## src/rtl/alu_issue_stage.sv

```systemverilog
// alu_issue_stage: decodes a MIPS instruction and its register operands into
// ALU control/operands, delivered through a two-entry skid buffer with
// valid/ready handshakes on both sides.
// Optional feature macro: ALU_ISSUE_MUL_EN (enables SPECIAL2 mul -> MUL).
module alu_issue_stage #(
  parameter int unsigned DATA_W = 32
) (
  input  logic              Clk,
  input  logic              Reset,
  input  logic              Flush,
  input  logic              InValid,
  output logic              InReady,
  input  logic [31:0]       Instr,
  input  logic [DATA_W-1:0] RsData,
  input  logic [DATA_W-1:0] RtData,
  output logic              OutValid,
  input  logic              OutReady,
  output logic [3:0]        ALUControl,
  output logic [DATA_W-1:0] A,
  output logic [DATA_W-1:0] B,
  output logic              Illegal
);

  localparam int unsigned CTRL_W  = 4;
  localparam int unsigned OP_W    = 6;
  localparam int unsigned IMM_W   = 16;
  localparam int unsigned SHAMT_W = 5;
  localparam int unsigned REG_W   = 5;

  // ALU operation codes
  localparam logic [CTRL_W-1:0] ALU_ADD  = 4'b0000;
  localparam logic [CTRL_W-1:0] ALU_SUB  = 4'b0001;
  localparam logic [CTRL_W-1:0] ALU_BGEZ = 4'b0011;
  localparam logic [CTRL_W-1:0] ALU_BGTZ = 4'b0100;
  localparam logic [CTRL_W-1:0] ALU_BLEZ = 4'b0101;
  localparam logic [CTRL_W-1:0] ALU_BLTZ = 4'b0110;
  localparam logic [CTRL_W-1:0] ALU_AND  = 4'b0111;
  localparam logic [CTRL_W-1:0] ALU_OR   = 4'b1000;
  localparam logic [CTRL_W-1:0] ALU_NOR  = 4'b1001;
  localparam logic [CTRL_W-1:0] ALU_XOR  = 4'b1010;
  localparam logic [CTRL_W-1:0] ALU_SLL  = 4'b1011;
  localparam logic [CTRL_W-1:0] ALU_SRL  = 4'b1111;

  // Primary opcodes
  localparam logic [OP_W-1:0] OP_SPECIAL = 6'h00;
  localparam logic [OP_W-1:0] OP_REGIMM  = 6'h01;
  localparam logic [OP_W-1:0] OP_BEQ     = 6'h04;
  localparam logic [OP_W-1:0] OP_BNE     = 6'h05;
  localparam logic [OP_W-1:0] OP_BLEZ    = 6'h06;
  localparam logic [OP_W-1:0] OP_BGTZ    = 6'h07;
  localparam logic [OP_W-1:0] OP_ADDI    = 6'h08;
  localparam logic [OP_W-1:0] OP_SLTI    = 6'h0A;
  localparam logic [OP_W-1:0] OP_ANDI    = 6'h0C;
  localparam logic [OP_W-1:0] OP_ORI     = 6'h0D;
  localparam logic [OP_W-1:0] OP_XORI    = 6'h0E;
  localparam logic [OP_W-1:0] OP_LB      = 6'h20;
  localparam logic [OP_W-1:0] OP_LH      = 6'h21;
  localparam logic [OP_W-1:0] OP_LW      = 6'h23;
  localparam logic [OP_W-1:0] OP_SB      = 6'h28;
  localparam logic [OP_W-1:0] OP_SH      = 6'h29;
  localparam logic [OP_W-1:0] OP_SW      = 6'h2B;

  // SPECIAL function codes
  localparam logic [OP_W-1:0] FN_SLL = 6'h00;
  localparam logic [OP_W-1:0] FN_SRL = 6'h02;
  localparam logic [OP_W-1:0] FN_ADD = 6'h20;
  localparam logic [OP_W-1:0] FN_SUB = 6'h22;
  localparam logic [OP_W-1:0] FN_AND = 6'h24;
  localparam logic [OP_W-1:0] FN_OR  = 6'h25;
  localparam logic [OP_W-1:0] FN_XOR = 6'h26;
  localparam logic [OP_W-1:0] FN_NOR = 6'h27;
  localparam logic [OP_W-1:0] FN_SLT = 6'h2A;

  // REGIMM rt selectors
  localparam logic [REG_W-1:0] RT_BLTZ = 5'd0;
  localparam logic [REG_W-1:0] RT_BGEZ = 5'd1;

`ifdef ALU_ISSUE_MUL_EN
  localparam logic [CTRL_W-1:0] ALU_MUL     = 4'b0010;
  localparam logic [OP_W-1:0]   OP_SPECIAL2 = 6'h1C;
  localparam logic [OP_W-1:0]   FN_MUL      = 6'h02;
`endif

  // One decoded ALU operation as held in either buffer entry
  typedef struct packed {
    logic [CTRL_W-1:0] ctrl;
    logic [DATA_W-1:0] a;
    logic [DATA_W-1:0] b;
    logic              illegal;
  } entry_t;

  typedef enum logic [1:0] {
    EMPTY = 2'd0,
    ONE   = 2'd1,
    FULL  = 2'd2
  } state_t;

  state_t state;
  state_t state_next;

  entry_t dec;
  entry_t out_q;
  entry_t skid_q;

  logic accept;
  logic consume;
  logic load_out;
  logic load_skid;
  logic promote;

  logic [OP_W-1:0]   opcode;
  logic [OP_W-1:0]   funct;
  logic [REG_W-1:0]  rt_field;
  logic [IMM_W-1:0]  imm;
  logic [DATA_W-1:0] imm_sext;
  logic [DATA_W-1:0] imm_zext;
  logic [DATA_W-1:0] shamt_ext;
  logic              unused_rs_field;

  assign opcode    = Instr[31:26];
  assign funct     = Instr[5:0];
  assign rt_field  = Instr[20:16];
  assign imm       = Instr[15:0];
  assign imm_sext  = {{(DATA_W-IMM_W){imm[IMM_W-1]}}, imm};
  assign imm_zext  = DATA_W'(imm);
  assign shamt_ext = DATA_W'(Instr[10:6]);

  // The rs register number is not needed: its value arrives on RsData.
  assign unused_rs_field = &{1'b0, Instr[25:21]};

  // Build a legal decoded entry.
  function automatic entry_t mk(input logic [CTRL_W-1:0] ctrl,
                                input logic [DATA_W-1:0] a,
                                input logic [DATA_W-1:0] b);
    entry_t e;
    e.ctrl    = ctrl;
    e.a       = a;
    e.b       = b;
    e.illegal = 1'b0;
    return e;
  endfunction

  // Instruction decode: opcode/funct to ALU code and operand selection
  always_comb begin
    dec         = '0;
    dec.illegal = 1'b1;
    case (opcode)
      OP_SPECIAL: begin
        case (funct)
          FN_ADD:         dec = mk(ALU_ADD, RsData, RtData);
          FN_SUB, FN_SLT: dec = mk(ALU_SUB, RsData, RtData);
          FN_AND:         dec = mk(ALU_AND, RsData, RtData);
          FN_OR:          dec = mk(ALU_OR,  RsData, RtData);
          FN_NOR:         dec = mk(ALU_NOR, RsData, RtData);
          FN_XOR:         dec = mk(ALU_XOR, RsData, RtData);
          FN_SLL:         dec = mk(ALU_SLL, RtData, shamt_ext);
          FN_SRL:         dec = mk(ALU_SRL, RtData, shamt_ext);
          default:        ;
        endcase
      end
      OP_ADDI, OP_LW, OP_SW, OP_LB, OP_LH, OP_SB, OP_SH:
                 dec = mk(ALU_ADD, RsData, imm_sext);
      OP_SLTI:   dec = mk(ALU_SUB, RsData, imm_sext);
      OP_ANDI:   dec = mk(ALU_AND, RsData, imm_zext);
      OP_ORI:    dec = mk(ALU_OR,  RsData, imm_zext);
      OP_XORI:   dec = mk(ALU_XOR, RsData, imm_zext);
      OP_BEQ, OP_BNE:
                 dec = mk(ALU_SUB, RsData, RtData);
      OP_BGTZ:   dec = mk(ALU_BGTZ, RsData, '0);
      OP_BLEZ:   dec = mk(ALU_BLEZ, RsData, '0);
      OP_REGIMM: begin
        if (rt_field == RT_BGEZ) begin
          dec = mk(ALU_BGEZ, RsData, '0);
        end else if (rt_field == RT_BLTZ) begin
          dec = mk(ALU_BLTZ, RsData, '0);
        end
      end
`ifdef ALU_ISSUE_MUL_EN
      OP_SPECIAL2: begin
        if (funct == FN_MUL) begin
          dec = mk(ALU_MUL, RsData, RtData);
        end
      end
`endif
      default: ;
    endcase
  end

  assign accept  = InValid & InReady;
  assign consume = OutValid & OutReady;

  // Skid buffer next state and entry load controls; flush overrides all
  always_comb begin
    state_next = state;
    load_out   = 1'b0;
    load_skid  = 1'b0;
    promote    = 1'b0;
    if (Flush) begin
      state_next = EMPTY;
    end else begin
      case (state)
        EMPTY: begin
          if (accept) begin
            state_next = ONE;
            load_out   = 1'b1;
          end
        end
        ONE: begin
          case ({accept, consume})
            2'b10: begin
              state_next = FULL;
              load_skid  = 1'b1;
            end
            2'b01: state_next = EMPTY;
            2'b11: load_out = 1'b1;
            default: ;
          endcase
        end
        FULL: begin
          if (consume) begin
            state_next = ONE;
            promote    = 1'b1;
          end
        end
        default: state_next = EMPTY;
      endcase
    end
  end

  // State register
  always_ff @(posedge Clk) begin
    if (!Reset) begin
      state <= EMPTY;
    end else begin
      state <= state_next;
    end
  end

  // Registered handshake flags derived from the next state
  always_ff @(posedge Clk) begin
    if (!Reset) begin
      InReady  <= 1'b0;
      OutValid <= 1'b0;
    end else begin
      InReady  <= (state_next != FULL);
      OutValid <= (state_next != EMPTY);
    end
  end

  // Output and skid entries; the output holds unless reloaded or promoted
  always_ff @(posedge Clk) begin
    if (!Reset) begin
      out_q  <= '0;
      skid_q <= '0;
    end else begin
      if (load_out) begin
        out_q <= dec;
      end else if (promote) begin
        out_q <= skid_q;
      end
      if (load_skid) begin
        skid_q <= dec;
      end
    end
  end

  assign ALUControl = out_q.ctrl;
  assign A          = out_q.a;
  assign B          = out_q.b;
  assign Illegal    = out_q.illegal;

endmodule

```

## config.mk

```make
export PLATFORM = sky130hd
export DESIGN_NAME = alu_issue_stage
export DESIGN_NICKNAME = d
export VERILOG_FILES = /design/src/rtl/alu_issue_stage.sv
export SDC_FILE = /design/constraint.sdc
export NUM_CORES = 1
export LEC_CHECK = 0
export BUFFER_PORTS_ARGS = -buffer_cell sky130_fd_sc_hd__buf_2
export CELL_PAD_IN_SITES_DETAIL_PLACEMENT = 2
export CELL_PAD_IN_SITES_GLOBAL_PLACEMENT = 2
export CORE_MARGIN = 8
export CORE_UTILIZATION = 30
export DETAILED_ROUTE_END_ITERATION = 6
export PLACE_DENSITY = 0.9
export SYNTH_ARGS = -nofsm -noshare
export SYNTH_HDL_FRONTEND = slang
export SYNTH_SLANG_ARGS = --single-unit
```

## constraint.sdc

```tcl
create_clock -name Clk -period 2.3 [get_ports Clk]
set_clock_uncertainty 0.1 [all_clocks]
set_input_delay 0.46 -clock Clk [delete_from_list [all_inputs] [get_ports Clk]]
set_output_delay 0.46 -clock Clk [all_outputs]
set_load 0.02 [all_outputs]
```

Yosys cells after proc, flatten, opt, wreduce, memory -nomap -nowiden. Cells that the tools add are included.

Bits in read-only memories: 0. Logic and storage cells: 74. Output and inout port bits: 71. Flip-flop bits (word level): 142. RAM bits: 0. Bits in latches: 0. Memories: 0.

Shift-type cells: 0. Equality and inequality tests: 31. Div/mod/pow operators: 0. Multiply operators: 0. Magnitude comparators: 0. Bitwise operators: 2. $add $sub $neg: 0. Reduce and logical (&&, ||, !) cells: 9. Multiplexer cells: 21.

Operators by type and width (count): 69-bit case mux with 10 select lines (1); 69-bit case mux with 8 select lines (1); 69-bit 2-to-1 mux (2); 68-bit 2-to-1 mux (2); 6-bit equality test (second input constant) (13); 6-bit by 4-bit equality test with 1-bit output (second input constant) (5); 6-bit by 3-bit equality test with 1-bit output (second input constant) (4); 6-bit logical NOT (2); 1-bit 2-to-1 mux (9); 7-bit OR reduction (1); 2-bit equality test (second input constant) (3); 6-bit by 1-bit equality test with 1-bit output (second input constant) (1); 6-bit by 2-bit equality test with 1-bit output (second input constant) (1); 2-bit 2-to-1 mux (3); 2-bit case mux with 3 select lines (1); 5-bit by 1-bit equality test with 1-bit output (second input constant) (1); 5-bit logical NOT (1); 2-bit by 1-bit equality test with 1-bit output (second input constant) (2); 2-bit case mux with 2 select lines (1); 2-bit nonzero test (2); 2-bit OR reduction (2); 1-bit AND (2); 2-bit logical NOT (1); 2-bit inequality test (second input constant) (1); 1-bit case mux with 2 select lines (1).

Depth between registers and ports, before layout. Gate-level depths: netlist of the first run.

Word-level depth: 6. Depth in mapped cells: 9. Depth with buffers taken out: 8.

Worst setup path after synthesis of the first run. Ideal clock, no wire load.

Path kind: reg2reg. From: register InReady. To: register skid_q[66] (netlist name). Setup time: 71 ps. Stages on the path, launching flop included: 9. Arrival time: 1989 ps. Data required time: 2129 ps. Clock period less this slack: 2160 ps. Path buffers: 3. Setup slack: 140 ps. Cell sequence: dfxtp_1 > and2_1 > ha_1 > nor4bb_1 > clkbuf_1 > clkbuf_1 > clkbuf_1 > nand3_1 > a21oi_1.

Longest elaborated chain between the ends: 5.

Ends and longest elaborated chain: start, declared (line 12) `output logic InReady,`; start signal, assigned (line 245) `InReady <= (state_next != FULL);`; 1-bit AND (line 189) `assign accept = InValid & InReady;`; 2-bit equality test (line 209) `case ({accept, consume})`; 1-bit 2-to-1 mux (line 209); 1-bit 2-to-1 mux (line 201) `case (state)`; 1-bit 2-to-1 mux (line 198) `if (Flush) begin`; end signal, assigned (line 254) `skid_q <= '0;`; end signal, assigned (line 262) `skid_q <= dec;`; end, declared (line 103) `entry_t skid_q;`.

No other way between the ends. A chain may end at the register's enable or synchronous reset.

Worst setup path after layout of the first run.
From: input port Instr[26]. To: register out_q, in the netlist B[18].

Longest elaborated chain between the ends: 4.

Ends and longest elaborated chain: start, declared (line 13) `input logic [31:0] Instr,`; 6-bit by 4-bit equality test with 1-bit output, or another cell as far along (line 147) `case (opcode)`; 7-bit OR reduction or 2-bit OR reduction (tied branches) (line 147); 69-bit case mux with 10 select lines * (line 147); 69-bit 2-to-1 mux * (line 256) `if (load_out) begin`; end signal, assigned (line 259) `out_q <= skid_q;`; end, declared (line 102) `entry_t out_q;`.

Every way passes the cells marked *; elsewhere a longest branch is shown, timed or not.

==> run_results.csv, run 1 <==
group,metric,value,unit
pwr,finalPower,0.00624,W
run,drv_cap,0,
drt,routed-wl-met2,17800,µm
synthesis,async_flop_share,0,
pwr,power_density,685,nW/µm²
min_path,holdCritPathClass,"in -> reg",
drt,met1_length,15500,µm
sta,fin_crit_sh,0.982,
finish,area_growth,32.0,%
worst_setup_path,r2r_cells,9,
clock_network,clock_path_buffers,2,
sta,rsz0062_at_grt,"false",
worst_setup_path,cp.arrival,2510,ps
pwr,p_seq_frac,0.402,
floorplanning,dieArea,28100,µm²
finish,multi_input_area,3660,µm²
synthesis,mappedNetlistNets,972,
synthesis,ys_ff_latch,142,
finish,seq_area,2840,µm²
worst_setup_path,path_class,"in -> reg",
floorplanning,initial_core_util,0.305,
finish,fill_cells,2510,
drt,vias,8117,
status,status,"completed",
finish,nNetsFinal,1133,
worst_setup_path,path_cells,"buf_2, nor2_1, o2111ai_2, a2111oi_4, buf_4, a21oi_1, o22ai_1",
placement,dpl.hpwl,22700,µm
drt,wl_per_cell,28.1,µm
min_path,min_to,"skid_q[47]",
worst_setup_path,worstReg2RegEnd,"B[1]",
floorplanning,fp.dieW,168,µm
drt,drt-initial-drc-count,661,
worst_setup_path,timing.reg2reg.setup_slack,120,ps
finish,final_cells,1330,
finish,drive_above_1_share,0.274,
pwr,comb_power_share,0.111,
grt,grt-ovfl-total,0,
sta,setup_violations,0,
clock_network,cts_max_level,4,
grt,track_usage,0.262,
min_path,whs_path_depth,3,
grt,grt_pass1_vias,9063,
clock_network,clock-sinks,142,
worst_setup_path,r2r-start,"OutValid",
drt,viasPerCell,6.10,
placement,place.gp.congestion,0.881,
synthesis,synth.distinct_cells,64,
drt,top_layer_used,"met4",
synthesis,syn_area,6900,µm²
synthesis,synth-edff-count,0,
pwr,p_int,0.00440,W
sta,setup_tns,0,ps
synthesis,ys.flop_type,"dfxtp_1",
pwr,p_leak,3.87,nW
drt,wirelength,37300,µm
synthesis,synth.avg_cell_area,7.94,µm²
grt,grt_max_degree,91,
worst_setup_path,critPathCaptureType,"register",
floorplanning,num_io_pins,172,
clock_network,clkLatencyLatePin,460,ps
pwr,p_clk_frac,0.486,
clock_network,cts_buffers,17,
worst_setup_path,max_stage_delay,540,ps
pwr,switching_power,0.00184,W
floorplanning,die_h,168,µm
floorplanning,rows,55,
grt,antenna_found_initial,2,
worst_setup_path,crit_fanout,21,
pwr,swShare,0.295,
drt,drc,0,
sta,slew_headroom,0.557,
placement,placed_cells,1293,
sta,max_freq,443,MHz
sta,finalHoldViolations,0,
synthesis,synth_warnings,0,
worst_setup_path,cp.required,2550,ps
drt,ant_nets,0,
clock_network,cts-root-buf,"clkbuf_16",
placement,port_buffers,166,
clock_network,clkTransAtPathRegs,80,ps
clock_network,cts_tree,"done",
pwr,ir_worst_vdd,0.000473,V
synthesis,synthCells,869,
sta,worst_slew_pin_slew,664,ps
sta,fin_crit,2260,ps
sta,hold_slack,206,ps
finish,final_util,0.402,
min_path,min_from,"RsData[14]",
synthesis,ys_seq_area_frac,0.412,
worst_setup_path,start_kind,"input pin",
floorplanning,core_area,22600,µm²
drt,drt_pre_antenna_iters,5,
grt,grt_pass1_wl,57200,µm
sta,slew_violations,0,
drt,wl_met3,2340,µm
worst_setup_path,cp_slowest_cell,"a2111oi_4",
==> cells in the mapped netlist, types with 4 or more instances <==
cell      instances  area share
dfxtp_1         142        0.41
a21oi_1         115       0.083
o21ai_0          93       0.067
nor2_1           81       0.044
clkbuf_1         68       0.037
nand2_1          66       0.036
a22oi_1          49       0.053
and3_1           41       0.037
o31a_1           32       0.041
a31oi_1          26       0.024
o22ai_1          26       0.024
inv_1            18      0.0098
a211oi_1         17       0.019
buf_2            10      0.0073
a222oi_1          5      0.0073
buf_6             5      0.0082
nand2b_1          4      0.0036
nand3_1           4      0.0029
==> registers in the layout (all words and copies together), names as in the netlist <==
name / cells
InReady: 1
OutValid: 1
skid_q: 69
Illegal: 1
A: 32
B: 32
ALUControl: 4
state: 2
==> cell usage in the layout, fill, tap and decap left out, drive strengths merged, types with 3 or more instances in the layout <==
cell,Yosys,final
buf,17,230
dfxtp,142,142
a21oi,116,116
o21ai,93,93
nor2,81,81
nand2,66,66
a22oi,49,49
and3,42,42
o31a,32,32
inv,18,28
a31oi,27,27
o22ai,26,26
a211oi,18,18
clkbuf,71,17
a222oi,5,5
nand2b,4,4
nand3,4,4
nor3b,3,3
or3,3,3
nor4,3,3
or2,3,3
o221ai,3,3
o2111ai,3,3
==> power by group through the flow <==
stage	sequential, W	combinational, W	clock (W)
detailed placement	0.00257	0.000643	0
global route	0.00251	0.000727	0.00314
global placement	0.00256	0.000623	0
finish	0.00251	0.000695	0.00303
floorplan	0.00259	0.000265	0
CTS	0.00251	0.000675	0.00305
==> per-stage QoR <==
stage               worst slack [ps]  area (µm²)
floorplan                        140        6900
global placement                -183        8420
detailed placement              -395        8420
CTS                             4.79        9050
global route                    2.28        9110
finish                          40.5        9110
==> cells by family after synthesis <==
kind of cell / after synthesis / synth area share
compound gates: 388 / 0.356
simple gates: 225 / 0.153
flops: 142 / 0.412
buf+inv: 106 / 0.0660
fa+ha+maj: 4 / 0.00653
xor+xnor: 2 / 0.00254
mux: 2 / 0.00290
==> worst max-delay path: cells and delay by family <==
kind            cells  cell delay, ps
simple gates        1             260
buf+inv             2             480
compound gates      4            1280
==> layout make-up <==
type                            count  share of cell area
Multi-Input combinational cell    621               0.402
Sequential cell                   142               0.312
Timing Repair Buffer              230               0.170
Clock buffer                       17              0.0467
Tap cell                          285              0.0392
Clock inverter                     15              0.0214
Inverter                           18             0.00742
Antenna cell                        2            0.000550
==> metal layers <==
| layer | vias to the layer above | track usage |
|---|---|---|
| met2 | 358 | 0.429 |
| met1 | 4105 | 0.308 |
| met4 | 0 | 0.159 |
| met5 | - | 0 |
| li1 | 3529 | - |
| met3 | 125 | 0.0581 |
==> repair_timing <==
action,CTS,global route
endpoints found under the setup margin,35,46
hold buffers,0,0
gates resized for setup,6,9
pin swaps,1,1
setup buffers,0,3
==> worst max-delay path by stage <==
stage	cells after the start	from	slack, ps	to
after floorplan	8	InReady	140	skid_q[66]
after global placement	8	InValid	-180	skid_q[47]
after detailed placement	7	Instr[26]	-400	skid_q[45]
after CTS	7	InReady	5	skid_q[55]
after global routing	8	Instr[26]	2	B[1]
final	7	Instr[26]	40	B[18]
(Power assumes the default switching activity.)
==> run 2, diff against run 1 <==
ABC_AREA = 1   (was default)
PLACE_DENSITY = 0.93   (was 0.9)
clock period = 2.2 ns   (was 2.3 ns; I/O delays follow)
==> run 2 against run 1 <==
First-iteration DRC count rose by 65%. Cell count rose by 100%. Wire length rose by 72%. Combinational power rose by 74%. Critical endpoint is now B[29]. Cell area rose by 56%. Sequential share of layout area fell by 11 points. Largest cell class unchanged. Count of clock-buffer cells in the layout rose by 4. Worst hold slack improved by 57 ps. Global-route usage rose by 2.2 points. Area after synthesis rose by 65%. Critical path type is now reg -> reg. Register-to-register slack got worse by 70 ps.
==> run_results.csv, run 2 <==
group,metric,value,unit
finish,area_growth,24.9,%
worst_setup_path,cp.required,2470,ps
placement,placed_cells,2642,
synthesis,async_flop_share,0,
synthesis,ys_ff_latch,142,
sta,worst_slew_pin_slew,487,ps
clock_network,clkTransAtPathRegs,60,ps
worst_setup_path,cp.arrival,2420,ps
floorplanning,num_io_pins,172,
clock_network,clkLatencyLatePin,440,ps
pwr,finalPower,0.00689,W
finish,fill_cells,4710,
grt,grt-ovfl-total,0,
drt,drt-initial-drc-count,1092,
sta,finalHoldViolations,0,
worst_setup_path,critPathCaptureType,"register",
worst_setup_path,timing.reg2reg.setup_slack,50,ps
sta,fin_crit_sh,0.976,
floorplanning,dieArea,44500,µm²
pwr,p_seq_frac,0.382,
synthesis,yosys.area.top_type,"dfxtp_1",
floorplanning,fp.dieW,211,µm
drt,vias,15100,
clock_network,cts_max_level,4,
worst_setup_path,worstReg2RegEnd,"B[29]",
pwr,p_leak,6.66,nW
drt,viasPerCell,5.62,
floorplanning,rows,71,
synthesis,ys_seq_area_frac,0.250,
grt,grt_max_degree,65,
clock_network,clock-sinks,142,
synthesis,mappedNetlistNets,2120,
synthesis,ys.flop_type,"dfxtp_1",
drt,drt_pre_antenna_iters,5,
status,status,"completed",
synthesis,synth.distinct_cells,30,
worst_setup_path,path_class,"reg -> reg",
min_path,min_to,"skid_q[15]",
worst_setup_path,r2r-start,"InReady",
sta,slew_violations,0,
clock_network,cts-root-buf,"clkbuf_16",
finish,mostFrequentLayoutCells,"474 x nand2_1, 219 x inv_1, 204 x nor2_1",
finish,layout_commonest_cell,"nand2_1",
floorplanning,core_area,37500,µm²
clock_network,cts_buffers,17,
synthesis,synth.most_common_cell,"nand2_1",
synthesis,synthCells,2017,
min_path,min_from,"Instr[14]",
floorplanning,die_h,211,µm
run,drv_cap,0,
synthesis,synth_top_area_frac,0.250,
clock_network,clock_path_buffers,2,
clock_network,cts_tree,"done",
drt,wl_per_cell,24.0,µm
synthesis,synth.area.top_cells,"dfxtp_1 25%, nand2_1 16%, nand3_1 8.7%",
placement,dpl.hpwl,45800,µm
pwr,p_clk_frac,0.443,
finish,drive_above_1_share,0.174,
pwr,switching_power,0.00206,W
placement,placed_cell_area,13500,µm²
pwr,power_density,484,nW/µm²
synthesis,synth_warnings,0,
sta,fin_crit,2150,ps
finish,largest_register_ffs,69,
drt,ant_nets,0,
drt,drc,0,
clock_network,hold_buffers,0,
drt,wirelength,64300,µm
worst_setup_path,crit_fanout,34,
pwr,swShare,0.299,
finish,nNetsFinal,2255,
finish,final_cells,2679,
grt,grt_pass1_wl,98600,µm
sta,slew_headroom,0.675,
sta,rsz0062_at_grt,"true",
placement,place.gp.congestion,0.895,
pwr,ir_worst_vdd,0.000538,V
sta,hold_slack,263,ps
worst_setup_path,r2r_cells,13,
pwr,comb_power_share,0.175,
grt,grt_pass1_vias,16700,
sta,setup_violations,0,
finish,top_register,"skid_q",
synthesis,synth-edff-count,0,
grt,track_usage,0.284,
placement,port_buffers,166,
min_path,whs_path_depth,5,
synthesis,synth.avg_cell_area,5.65,µm²
grt,antenna_found_initial,13,
sta,setup_tns,0,ps
min_path,holdCritPathClass,"in -> reg",
worst_setup_path,start_kind,"register",
sta,max_freq,466,MHz
floorplanning,initial_core_util,0.304,
pwr,p_int,0.00483,W
finish,fin_area,14200,µm²
synthesis,ys_top_cells_by_count,"477 x nand2_1, 223 x inv_1, 207 x nor2_1, 199 x nand3_1, 186 x a21oi_1",
synthesis,syn_area,11400,µm²
## run 2: cell count changes in the layout (fill, tap and decap cells not counted), sizes merged, moves of 38 or more
cell and change:
a21oi +70, a22oi -49, and3 -42, buf +64, inv +202, nand2 +416
nand3 +198, nand4 +52, nor2 +143, o211ai +38, o21ai +108
## run 2: final cells by class
cell class	count	area, µm²	area share
multi-input combinational	1464	6960	0.489
sequential	142	2850	0.200
timing repair buffer	294	2290	0.161
inverter	233	878	0.0617
tap	511	639	0.0449
clock buffer	21	470	0.0331
clock inverter	10	138	0.00967
antenna	4	10.0	0.000704
## run 2: cell families after synthesis
| kind of cell | after synthesis | share of synthesized area |
|---|---|---|
| fa+ha+maj | 2 | 0.00220 |
| compound gates | 491 | 0.242 |
| buf+inv | 411 | 0.143 |
| simple gates | 971 | 0.363 |
| flops | 142 | 0.250 |
## run 2: worst max path at each step
| stage | startpoint | end | slack [ps] | cells past startpoint |
|---|---|---|---|---|
| after floorplan | InReady | skid_q[67] | 140 | 10 |
| after global placement | Instr[5] | A[6] | -60 | 12 |
| after detailed placement | Instr[28] | A[2] | -300 | 12 |
| after CTS | InReady | B[29] | 8 | 13 |
| after global routing | InReady | B[29] | -20 | 13 |
| final | InReady | B[29] | 50 | 13 |
## run 2: metrics by stage
stage	setup slack [ps]	utilization
after floorplan	138	-
after global placement	-60.6	0.361
after detailed placement	-297	0.361
after CTS	8.17	0.378
after global routing	-18.8	0.379
final	53.0	0.379
## run 2: power by group through the flow
stage	sequential (W)	combinational [W]	clock, W
after CTS	0.00263	0.00118	0.00310
after global placement	0.00268	0.00108	0
after floorplan	0.00270	0.000579	0
after global routing	0.00263	0.00128	0.00318
after detailed placement	0.00268	0.00116	0
final	0.00263	0.00121	0.00305
## run 2: what timing repair did
item                       CTS  global route
pin swaps                    0             4
setup buffers                0             1
gates cloned                 1             0
setup endpoints to repair    2            37
resized for setup            2            16
## run 2: routing by layer
layer / up-vias / part of all wire / global-route usage
met2: 537 / 0.49 / 0.499
met5: - / 0.0015 / 0
met3: 179 / 0.060 / 0.0570
li1: 6839 / - / -
met1: 7483 / 0.40 / 0.322
met4: 16 / 0.048 / 0.144
## run 2: worst max-delay path, stage by stage, from the launching register on
cell     delay [ps]
dfxtp_2         320
nand2_2          80
inv_2            50
ha_2            190
nor2_1          120
nor3_1           70
nand2_1         150
nand2_2         110
inv_4           140
buf_12          230
nand2_1          70
o21ai_0         130
inv_1           130
a21oi_2         170
==> run 3, diff against run 2 <==
ABC_AREA = default   (was 1)
PLACE_DENSITY = 0.9   (was 0.93)
==> run 3 against run 2 <==
The flow now finishes with violations (setup timing). Cell count is 49% lower. Sequential share of layout area up 9.6 points. Worst hold slack worse by 68 ps. Die area down 37%. Global-route usage decreased by 0.30 points. Non-clock buffer count shrank 35. Critical path type unchanged. Largest cell class unchanged. Largest power group unchanged.
==> run_results.csv, run 3 (synthesized netlist as in run 1, its figures left out) <==
group,metric,value,unit
status,status,"finished, violations left",
status,violations,"setup timing",
finish,fin_area,9610,µm²
grt,grt-ovfl-total,0,
sta,worst_slew_pin_slew,670,ps
floorplanning,die_h,168,µm
drt,drt-initial-drc-count,1118,
finish,largest_register_ffs,69,
finish,mostFrequentLayoutCells,"167 x buf_2, 141 x dfxtp_1, 96 x a21oi_1",
finish,seq_area,2840,µm²
worst_setup_path,timing.reg2reg.setup_slack,-240,ps
worst_setup_path,crit_buf_inv,2,
grt,grt_max_degree,59,
sta,setup_ws,-235,ps
worst_setup_path,cp.required,2390,ps
placement,placed_cells,1310,
placement,placed_cell_area,8510,µm²
grt,grt_pass1_vias,9524,
finish,fill_cells,2442,
worst_setup_path,critPathCaptureType,"register",
worst_setup_path,max_stage_delay,600,ps
finish,multi_input_area,3910,µm²
pwr,p_clk_frac,0.467,
pwr,ir_worst_vdd,0.000449,V
drt,ant_nets,0,
grt,grt_pass1_wl,61000,µm
sta,hold_slack,195,ps
pwr,swShare,0.322,
clock_network,clock_path_buffers,2,
sta,rsz0062_at_grt,"true",
worst_setup_path,start_kind,"register",
floorplanning,dieArea,28100,µm²
placement,place.gp.congestion,0.882,
finish,top_register,"skid_q",
worst_setup_path,crit_fanout,30,
worst_setup_path,crit_top_cell,"buf_4",
pwr,p_int,0.00443,W
sta,finalHoldViolations,0,
floorplanning,fp.dieW,168,µm
sta,setup_violations,30,
finish,layout_commonest_cell,"buf_2",
sta,slew_violations,0,
drt,wirelength,45700,µm
pwr,p_leak,4.05,nW
clock_network,clkTransAtPathRegs,70,ps
min_path,holdCritPathClass,"in -> reg",
pwr,power_density,681,nW/µm²
sta,fin_crit,2440,ps
finish,area_growth,39.3,%
worst_setup_path,cp_slowest_cell,"dfxtp_1",
pwr,switching_power,0.00211,W
worst_setup_path,cp.arrival,2620,ps
sta,max_freq,411,MHz
finish,final_cells,1360,
worst_setup_path,cp_top_family,"compound AO/OA/AOI/OAI gates",
floorplanning,core_area,22600,µm²
placement,dpl.hpwl,24300,µm
drt,wl_per_cell,33.6,µm
placement,dp_slack,-428,ps
finish,nNetsFinal,1162,
clock_network,clock-sinks,142,
worst_setup_path,path_cells,"nor4bb_4, buf_4, buf_4, o21ai_0, a31oi_1",
drt,drt_pre_antenna_iters,5,
floorplanning,rows,55,
drt,drc,0,
clock_network,cts-root-buf,"clkbuf_16",
drt,vias,9019,
grt,antenna_found_initial,3,
grt,track_usage,0.281,
clock_network,cts_buffers,17,
run,drv_cap,0,
pwr,p_seq_frac,0.403,
drt,viasPerCell,6.63,
pwr,comb_power_share,0.130,
clock_network,hold_buffers,0,
worst_setup_path,path_class,"reg -> reg",
clock_network,cts_max_level,4,
clock_network,cts_tree,"done",
clock_network,clkLatencyLatePin,450,ps
placement,port_buffers,166,
floorplanning,num_io_pins,172,
sta,fin_crit_sh,1.11,
finish,drive_above_1_share,0.336,
floorplanning,initial_core_util,0.305,
sta,slew_headroom,0.550,
-- run 3: worst register-to-register path, cell delays in order, from the launching register on --
cell	delay (ps)
dfxtp_1	600
nor4bb_4	370
buf_4	200
buf_4	370
o21ai_0	200
a31oi_1	430
-- run 3: power by group through the flow --
stage | Sequential, W | Combinational, W | Clock (W)
floorplan | 0.00271 | 0.000277 | 0
global placement | 0.00268 | 0.000666 | 0
detailed placement | 0.00268 | 0.000700 | 0
CTS | 0.00263 | 0.000750 | 0.00302
global route | 0.00263 | 0.000866 | 0.00314
finish | 0.00263 | 0.000850 | 0.00306
-- run 3: path summary, 6_finish.rpt --
kind	from	endpoint	depth (start not counted)
setup reg to reg	state[0]	skid_q[35]	5
hold / removal	RsData[16]	skid_q[49]	3
hold reg to reg	B[6]	B[6]	2
setup / recovery	state[0]	skid_q[35]	5
-- run 3: through the flow --
stage                     TNS, ps  total power [W]  utilization
after floorplan                 0          0.00298            -
after global placement     -17230          0.00335        0.376
after detailed placement   -36590          0.00338        0.376
after CTS                   -44.2          0.00640        0.411
after global routing        -1620          0.00664        0.424
final                       -1110          0.00654        0.424
-- run 3: routing by layer --
metal	global-route usage	vias up	routed length (µm)
li1	-	3587	-
met1	0.316	4476	16900
met2	0.483	708	21400
met3	0.0682	246	4130
met4	0.151	2	3230
met5	0	-	10
-- run 3: final cells by class --
| type | instances | share of cell area |
|---|---|---|
| inverters | 18 | 0.00703 |
| flip-flops and latches | 142 | 0.296 |
| clock buffers | 17 | 0.0443 |
| well taps | 285 | 0.0371 |
| clock inverters | 15 | 0.0175 |
| diodes | 3 | 0.000781 |
| multi-input cells | 621 | 0.407 |
| repair buffers | 259 | 0.190 |
-- run 3: what timing repair did --
action                                  CTS  global route
setup buffers                             3             8
gates cloned                              2             3
pin swaps                                 5            10
gates resized for setup                  39            38
endpoints found under the hold margin     0             0
endpoints found under the setup margin  113            82
